===== src/rtl/adder_arbiter_if.sv =====
// adder_arbiter_if: requester handshakes and adder hookup for adder_arbiter
interface adder_arbiter_if #(parameter int DATA_WIDTH = 8);
  logic req0_valid, req0_ready, req0_op;
  logic [DATA_WIDTH-1:0] req0_a, req0_b;
  logic rsp0_valid, rsp0_ready, rsp0_over;
  logic [DATA_WIDTH-1:0] rsp0_data;
  logic req1_valid, req1_ready, req1_op;
  logic [DATA_WIDTH-1:0] req1_a, req1_b;
  logic rsp1_valid, rsp1_ready, rsp1_over;
  logic [DATA_WIDTH-1:0] rsp1_data;
  logic [DATA_WIDTH-1:0] add_data1, add_data2, add_result;
  logic add_op, add_over;
  modport master (
    output req0_valid, req0_op, req0_a, req0_b, rsp0_ready,
    output req1_valid, req1_op, req1_a, req1_b, rsp1_ready,
    output add_result, add_over,
    input req0_ready, rsp0_valid, rsp0_over, rsp0_data,
    input req1_ready, rsp1_valid, rsp1_over, rsp1_data,
    input add_data1, add_data2, add_op
  );
  modport slave (
    input req0_valid, req0_op, req0_a, req0_b, rsp0_ready,
    input req1_valid, req1_op, req1_a, req1_b, rsp1_ready,
    input add_result, add_over,
    output req0_ready, rsp0_valid, rsp0_over, rsp0_data,
    output req1_ready, rsp1_valid, rsp1_over, rsp1_data,
    output add_data1, add_data2, add_op
  );
endinterface


===== src/rtl/adder_arbiter.sv =====
// adder_arbiter: round-robin sharing of one adder between two requesters; ADDER_ARB_CNT_EN adds per-requester response counters
module adder_arbiter #(
  parameter int DATA_WIDTH = 8,
  parameter int ADDER_LAT = 1
) (
  input logic clk,
  input logic rst,
  adder_arbiter_if.slave bus,
  output logic busy
`ifdef ADDER_ARB_CNT_EN
  ,
  output logic [15:0] cnt0,
  output logic [15:0] cnt1
`endif
);
  typedef enum logic [1:0] {IDLE, EXEC, RESP} state_t;
  state_t state;
  logic last, id, grant0, grant1, take;
  logic [2:0] lat;
  // a lone requester wins; on contention the one not granted last wins
  always_comb begin
    grant0 = bus.req0_valid && (!bus.req1_valid || last);
    grant1 = bus.req1_valid && (!bus.req0_valid || !last);
    take = id ? bus.rsp1_ready : bus.rsp0_ready;
  end
  assign bus.req0_ready = !rst && state == IDLE && grant0;
  assign bus.req1_ready = !rst && state == IDLE && grant1;
  // accept in IDLE, wait out the adder latency in EXEC, hold the response in RESP
  always_ff @(posedge clk or posedge rst)
    if (rst) begin
      state <= IDLE;
      busy <= 1'b0;
      last <= 1'b1;
      id <= 1'b0;
      lat <= 3'd0;
      bus.add_op <= 1'b0;
      bus.add_data1 <= {DATA_WIDTH{1'b0}};
      bus.add_data2 <= {DATA_WIDTH{1'b0}};
      bus.rsp0_valid <= 1'b0;
      bus.rsp0_over <= 1'b0;
      bus.rsp0_data <= {DATA_WIDTH{1'b0}};
      bus.rsp1_valid <= 1'b0;
      bus.rsp1_over <= 1'b0;
      bus.rsp1_data <= {DATA_WIDTH{1'b0}};
`ifdef ADDER_ARB_CNT_EN
      cnt0 <= 16'd0;
      cnt1 <= 16'd0;
`endif
    end else
      case (state)
        IDLE:
          if (grant0 || grant1) begin
            bus.add_op <= grant1 ? bus.req1_op : bus.req0_op;
            bus.add_data1 <= grant1 ? bus.req1_a : bus.req0_a;
            bus.add_data2 <= grant1 ? bus.req1_b : bus.req0_b;
            id <= grant1;
            last <= grant1;
            lat <= 3'(ADDER_LAT);
            busy <= 1'b1;
            state <= EXEC;
          end
        EXEC:
          if (lat == 3'd0) begin
            if (id) begin
              bus.rsp1_data <= bus.add_result;
              bus.rsp1_over <= bus.add_over;
              bus.rsp1_valid <= 1'b1;
            end else begin
              bus.rsp0_data <= bus.add_result;
              bus.rsp0_over <= bus.add_over;
              bus.rsp0_valid <= 1'b1;
            end
            state <= RESP;
          end else
            lat <= lat - 3'd1;
        RESP:
          if (take) begin
            bus.rsp0_valid <= 1'b0;
            bus.rsp1_valid <= 1'b0;
            busy <= 1'b0;
            state <= IDLE;
`ifdef ADDER_ARB_CNT_EN
            if (id) cnt1 <= cnt1 + 16'd1;
            else cnt0 <= cnt0 + 16'd1;
`endif
          end
        default: state <= IDLE;
      endcase
endmodule


===== src/flat_wrapper.sv =====
// flat-port wrapper written by rule: the top's interface ports become plain ports
module adder_arbiter_flat 
#(
  parameter int DATA_WIDTH = 8,
  parameter int ADDER_LAT = 1
)
  (clk, rst, busy, bus_req0_valid, bus_req0_op, bus_req0_a, bus_req0_b, bus_rsp0_ready, bus_req1_valid, bus_req1_op, bus_req1_a, bus_req1_b, bus_rsp1_ready, bus_add_result, bus_add_over, bus_req0_ready, bus_rsp0_valid, bus_rsp0_over, bus_rsp0_data, bus_req1_ready, bus_rsp1_valid, bus_rsp1_over, bus_rsp1_data, bus_add_data1, bus_add_data2, bus_add_op);
  adder_arbiter_if #(.DATA_WIDTH(DATA_WIDTH)) bus_i ();
  input logic clk;
  input logic rst;
  output logic busy;
  input wire logic [$bits(bus_i.req0_valid)-1:0] bus_req0_valid;
  input wire logic [$bits(bus_i.req0_op)-1:0] bus_req0_op;
  input wire logic [$bits(bus_i.req0_a)-1:0] bus_req0_a;
  input wire logic [$bits(bus_i.req0_b)-1:0] bus_req0_b;
  input wire logic [$bits(bus_i.rsp0_ready)-1:0] bus_rsp0_ready;
  input wire logic [$bits(bus_i.req1_valid)-1:0] bus_req1_valid;
  input wire logic [$bits(bus_i.req1_op)-1:0] bus_req1_op;
  input wire logic [$bits(bus_i.req1_a)-1:0] bus_req1_a;
  input wire logic [$bits(bus_i.req1_b)-1:0] bus_req1_b;
  input wire logic [$bits(bus_i.rsp1_ready)-1:0] bus_rsp1_ready;
  input wire logic [$bits(bus_i.add_result)-1:0] bus_add_result;
  input wire logic [$bits(bus_i.add_over)-1:0] bus_add_over;
  output wire logic [$bits(bus_i.req0_ready)-1:0] bus_req0_ready;
  output wire logic [$bits(bus_i.rsp0_valid)-1:0] bus_rsp0_valid;
  output wire logic [$bits(bus_i.rsp0_over)-1:0] bus_rsp0_over;
  output wire logic [$bits(bus_i.rsp0_data)-1:0] bus_rsp0_data;
  output wire logic [$bits(bus_i.req1_ready)-1:0] bus_req1_ready;
  output wire logic [$bits(bus_i.rsp1_valid)-1:0] bus_rsp1_valid;
  output wire logic [$bits(bus_i.rsp1_over)-1:0] bus_rsp1_over;
  output wire logic [$bits(bus_i.rsp1_data)-1:0] bus_rsp1_data;
  output wire logic [$bits(bus_i.add_data1)-1:0] bus_add_data1;
  output wire logic [$bits(bus_i.add_data2)-1:0] bus_add_data2;
  output wire logic [$bits(bus_i.add_op)-1:0] bus_add_op;
  assign bus_i.req0_valid = bus_req0_valid;
  assign bus_i.req0_op = bus_req0_op;
  assign bus_i.req0_a = bus_req0_a;
  assign bus_i.req0_b = bus_req0_b;
  assign bus_i.rsp0_ready = bus_rsp0_ready;
  assign bus_i.req1_valid = bus_req1_valid;
  assign bus_i.req1_op = bus_req1_op;
  assign bus_i.req1_a = bus_req1_a;
  assign bus_i.req1_b = bus_req1_b;
  assign bus_i.rsp1_ready = bus_rsp1_ready;
  assign bus_i.add_result = bus_add_result;
  assign bus_i.add_over = bus_add_over;
  assign bus_req0_ready = bus_i.req0_ready;
  assign bus_rsp0_valid = bus_i.rsp0_valid;
  assign bus_rsp0_over = bus_i.rsp0_over;
  assign bus_rsp0_data = bus_i.rsp0_data;
  assign bus_req1_ready = bus_i.req1_ready;
  assign bus_rsp1_valid = bus_i.rsp1_valid;
  assign bus_rsp1_over = bus_i.rsp1_over;
  assign bus_rsp1_data = bus_i.rsp1_data;
  assign bus_add_data1 = bus_i.add_data1;
  assign bus_add_data2 = bus_i.add_data2;
  assign bus_add_op = bus_i.add_op;
  adder_arbiter #(.DATA_WIDTH(DATA_WIDTH), .ADDER_LAT(ADDER_LAT)) u_core (.clk(clk), .rst(rst), .bus(bus_i), .busy(busy));
endmodule

===== config.mk =====
export PLATFORM = sky130hd
export DESIGN_NAME = adder_arbiter_flat
export DESIGN_NICKNAME = d
export VERILOG_FILES = /design/src/rtl/adder_arbiter_if.sv /design/src/rtl/adder_arbiter.sv /design/src/flat_wrapper.sv
export SDC_FILE = /design/constraint.sdc
export NUM_CORES = 1
export LEC_CHECK = 0
export CAP_MARGIN = 10
export CORE_MARGIN = 2
export CORE_UTILIZATION = 33
export CTS_CLUSTER_DIAMETER = 100
export DETAILED_ROUTE_END_ITERATION = 7
export PLACE_DENSITY = 0.66
export RECOVER_POWER = 25
export SYNTH_ARGS = -nofsm -noshare
export SYNTH_HDL_FRONTEND = slang
export SYNTH_SLANG_ARGS = --single-unit

===== constraint.sdc =====
create_clock -name clk -period 2.2 [get_ports clk]
set_input_delay 0.22 -clock clk [delete_from_list [all_inputs] [get_ports clk]]
set_output_delay 0.22 -clock clk [all_outputs]
set_load 0.02 [all_outputs]

# After elaboration in Yosys (flattened, before gate mapping)
# Cells that the tools add are included.
# classes
n_addsub	1
multipliers	0
n_div	0
magnitude_cmp	0
eq_ne	8
shifts	0
n_mux	20
bitwise_logic	1
n_reduce_logical	25
# op_table
cell	count
$mux W8	2
$reduce_and A3 Y1	5
$mux W1	8
$reduce_and A4 Y1	2
$mux W2	3
$mux W3	2
$ne A2 B1 Y1 const B	3
$ne A2 B2 Y1 const B	3
$pmux W1 S2	3
$pmux W2 S3	1
$pmux W3 S2	1
$reduce_bool A2 Y1	3
$logic_and A1 B1 Y1	5
$logic_not A1 Y1	4
$logic_not A3 Y1	1
$logic_or A1 B1 Y1	3
$sub A3 B1 Y3 const B	1
$eq A2 B1 Y1 const B	1
$eq A2 B2 Y1 const B	1
$logic_not A2 Y1	1
$reduce_and A2 Y1	1
$not A1 Y1	1
# word_totals
reg_bits	45
latch_bits	0
ramBits	0
romBits	0
inputBits	49
out_inout_bits	40
elab_cells	69
n_memories	0

# Depth between registers and ports, before layout
# logic_depth
depth_word	6
depth_mapped	6
ltp_nobuf	5

# Worst setup path before layout
# Ideal clock, no wire load.
# synth_path
path_type	input -> output
from	input rst
to	output bus_req0_ready
arrival_time_ns	1.619
required_time_ns	1.980
path_slack_ns	0.361
path_stages	2
path_buffers	0
cell_sequence	inv_1 o2111a_1
# synth_via
elab_chain_cells	3
# synth_rtl
element	line_no	text
from (decl)	flat_wrapper.sv:10	input logic rst;
$logic_not A1 Y1	adder_arbiter.sv:26	assign bus.req0_ready = !rst && state == IDLE && grant0;
$logic_and A1 B1 Y1 (2 in series)	adder_arbiter.sv:26	
to (decl)	flat_wrapper.sv:24	output wire logic [$bits(bus_i.req0_ready)-1:0] bus_req0_ready;
# No other way between the ends.

# Worst setup path in the final report
# layout_path
from	register u_core.state[0]
to	output bus_req1_ready
# layout_via
elab_chain_cells	3
# layout_rtl
element	line_no	text
from (decl)	adder_arbiter.sv:17	state_t state;
from (signal assigned)	adder_arbiter.sv:31	state <= IDLE;
from (signal assigned)	adder_arbiter.sv:60	state <= EXEC;
from (signal assigned)	adder_arbiter.sv:73	state <= RESP;
$logic_not A2 Y1	adder_arbiter.sv:27	assign bus.req1_ready = !rst && state == IDLE && grant1;
$logic_and A1 B1 Y1 (2 in series)	adder_arbiter.sv:27	
to (decl)	flat_wrapper.sv:28	output wire logic [$bits(bus_i.req1_ready)-1:0] bus_req1_ready;
# No other way between the ends.

==> reports/qor.yml <==
worst_setup_path:
  worst_setup_path_start_kind: "register"
  cp_max_fo: 4
  crit_slowest_cell: "clkdlybuf4s50_1"
  crit_end: "bus_req1_ready"
  end_kind: "output port"
  timing.rr.start: "u_core.state[0]"
  worstPathBufferInverterCount: 1
  required_ns: 1.98
  cpMostUsedCell: "nor2_1"
  r2r_cells: 4
  rr_endpoint: "u_core.bus.add_data1[2]"
  critical_path_class: "reg2out"
  regToRegSetupSlack_ns: 0.40
  startpoint: "u_core.state[0]"
  crit_cells: 4
  cpPeakStageDelay_ns: 0.63
  cp.arrival_ns: 1.80
  crit_family: "buffers and inverters"
  cp_cell_sequence: "nor2_1 -> nand2_1 -> nor2_1 -> clkdlybuf4s50_1"
sta:
  tns_ns: 0
  maxSlewHeadroom_pct: 26.66
  setup_viol: 0
  layout_worst_path_cycle_share_pct: 91.91
  setup_slack_ns: 0.1780
  rsz0062_at_grt: "no"
  worstMarginPinSlew_ns: 1.100
  worst_clock_skew_ns: 0.007541
  hold_viol_final: 0
  min_period_ns: 2.022
  drv_slew: 0
  fmax_mhz: 494.6
  hold_slack_ns: 0.4777
logic_synthesis:
  synth.area.mux_share_pct: 10.67
  syn-num-nets: 231
  synth_compound_area_share_pct: 14.91
  yosysWarnings: 0
  synth_top_family_by_area: "compound AO/OA/AOI/OAI gates"
  ys_ff_latch: 45
  avgSynthCellArea_um2: 11.14
  synth-simple-area-share_pct: 12.23
  yosys.area_share.adder_pct: 1.248
  ys_seq_area_share_pct: 56.21
  syn_area_um2: 2006
  synthCells: 180
  synthXorXnorAreaFrac_pct: 0
  netlist-cell-type-count: 30
status:
  status: "complete, no violations"
global_routing:
  grt_remaining_overflow: 0
  grt_usage_pct: 15.15
  grt_pass1_vias: 1660
  grt_max_degree: 46
  grt_pass1_wl_um: 7659
  antenna_found_initial: 0
clock_tree:
  root_buffer: "clkbuf_8"
  clkLatencyLatePin_ns: 0.29
  cts_tree: "done"
  cts.repair.resized: 0
  cts_hold_buf: 0
  cts_max_path_buffers: 2
  path_clk_slew_ns: 0.08
  cts.sinks: 45
  htreeDepth: 2
  numCtsBuffers: 5
  cts_setup_buffers: 0
hold_path:
  worstHoldPathType: "in2reg"
placed_design:
  gp_congestion: 0.7239
  pre_cts_ws_ns: 0.2180
  hpwl_um: 3604
  io_buffers: 88
routing:
  routed_wl_um: 4847
  post_drt_wl_per_cell_um: 13.97
  vias: 1664
  viasPerCell: 4.795
  drc: 0
  ant_nets: 0
  drt_iter0_drc: 88
  drt_first_pass_iters: 4
pwr:
  power_density_nw_per_um2: 1451
  leakagePower_nw: 1.276
  irDropWorstVdd_v: 0.0005394
floorplanning:
  die_area_um2: 6717
  io_pins: 89
  dieWidth_um: 81.96
  die_y_um: 81.96
  coreArea_um2: 5886
  row_count: 28
  initial_core_util_pct: 34.08
final_layout:
  post-route-util_pct: 52.10
  fillers: 566
  final_common_cell: "clkdlybuf4s50_1"
  syn2layout_area_growth_pct: 52.90
  layout_common_cells: "clkdlybuf4s50_1 (87), dfrtp_1 (44), nand2_1 (36)"
  num_antenna_cells: 0
  drive_gt1_share_pct: 13.60
  fin_nets: 322
job:
  cap_viol_max_count: 0
## sequential cells by signal, summed over array words and instances, names as in the netlist
signal	count
u_core.bus.rsp1_over	1
u_core.bus.rsp1_valid	1
u_core.last	1
u_core.bus.add_op	1
u_core.bus.rsp1_data	8
u_core.bus.rsp0_data	8
u_core.bus.add_data1	8
u_core.lat	3
u_core.bus.rsp0_valid	1
u_core.bus.rsp0_over	1
u_core.busy	1
u_core.state	2
u_core.bus.add_data2	8
u_core.id	1
## per-stage QoR
stage / power, mW / cells / area, µm²
6_report: 4.450 / 347 / 3067
5_1_grt: 4.749 / 347 / 3067
2_1_floorplan: 2.837 / 180 / 2006
3_5_place_dp: 3.869 / 339 / 2953
4_1_cts: 4.512 / 347 / 3069
3_3_place_gp: 3.831 / 339 / 2953
## final cells by class
| type | instances | area [µm²] | share of cell area [%] |
|---|---|---|---|
| clock inverters | 1 | 30.03 | 0.9792 |
| multi-input cells | 119 | 783.3 | 25.54 |
| well taps | 75 | 93.84 | 3.060 |
| flip-flops and latches | 45 | 1127 | 36.76 |
| inverters | 6 | 22.52 | 0.7344 |
| clock buffers | 7 | 86.33 | 2.815 |
| repair buffers | 94 | 923.4 | 30.11 |
## power by group
| group | switching [mW] | total (mW) | internal (mW) | leakage, nW |
|---|---|---|---|---|
| sequential | 0.243 | 1.50 | 1.26 | 0.518 |
| clock | 0.265 | 0.636 | 0.370 | 0.0585 |
| combinational | 1.14 | 2.31 | 1.17 | 0.699 |
| total | 1.65 | 4.45 | 2.80 | 1.28 |
## synth_stat cells
| cell type | n | area (µm²) |
|---|---|---|
| dfrtp_1 | 44 | 1101 |
| nand2_1 | 36 | 135.1 |
| a21oi_1 | 19 | 95.09 |
| mux2_2 | 19 | 214.0 |
| a31oi_1 | 18 | 112.6 |
| inv_1 | 6 | 22.52 |
| buf_6 | 4 | 45.04 |
| clkbuf_1 | 4 | 15.01 |
| nand2b_1 | 3 | 18.77 |
| a21o_1 | 2 | 15.01 |
| ha_1 | 2 | 25.02 |
| nor2_1 | 2 | 7.510 |
| o21ai_0 | 2 | 10.01 |
| o2bb2ai_1 | 2 | 17.52 |
| or2_1 | 2 | 12.51 |
| a211o_1 | 1 | 8.760 |
| a21bo_2 | 1 | 10.01 |
| a21boi_2 | 1 | 11.26 |
| a22oi_1 | 1 | 7.510 |
| and2_1 | 1 | 6.260 |
| and3_1 | 1 | 6.260 |
| and3b_1 | 1 | 8.760 |
| buf_2 | 1 | 5.000 |
| buf_4 | 1 | 7.510 |
| dfstp_2 | 1 | 26.28 |
| nand4bb_4 | 1 | 27.53 |
| nor2_2 | 1 | 6.260 |
| nor2b_1 | 1 | 6.260 |
| nor4bb_1 | 1 | 10.01 |
| o2111a_1 | 1 | 11.26 |
## layer usage
layer  wire length (µm)  vias up  track usage (%)
met3                292        2            4.835
met4                 33        0            4.500
met5                  0        -                0
met2               2473       52            26.18
li1                   -      816                -
met1               2048      794            17.96
## worst min path at each step
| stage | from | endpoint | cells past startpoint |
|---|---|---|---|
| detailed placement | u_core.bus.rsp0_valid | u_core.bus.rsp0_valid | 1 |
| finish | bus_req0_a[1] | u_core.bus.add_data1[1] | 3 |
| CTS | rst | u_core.bus.add_data2[3] | 3 |
| global placement | u_core.bus.rsp0_valid | u_core.bus.rsp0_valid | 1 |
| floorplan | bus_req0_valid | u_core.last | 1 |
| global route | bus_req0_a[6] | u_core.bus.add_data1[6] | 3 |
## worst min-delay path, cell delays in order
cell and delay [ns]:
clkdlybuf4s50_1 0.40, nand2_1 0.06, a31oi_1 0.06
## logic make-up (layout without fill, tap and decap cells)
| kind of cell | Yosys count | in the layout |
|---|---|---|
| simple gates | 50 | 50 |
| flops | 45 | 45 |
| compound gates | 48 | 48 |
| mux | 19 | 19 |
| buf+inv | 16 | 108 |
| fa+ha+maj | 2 | 2 |
(Power assumes the default switching activity.)
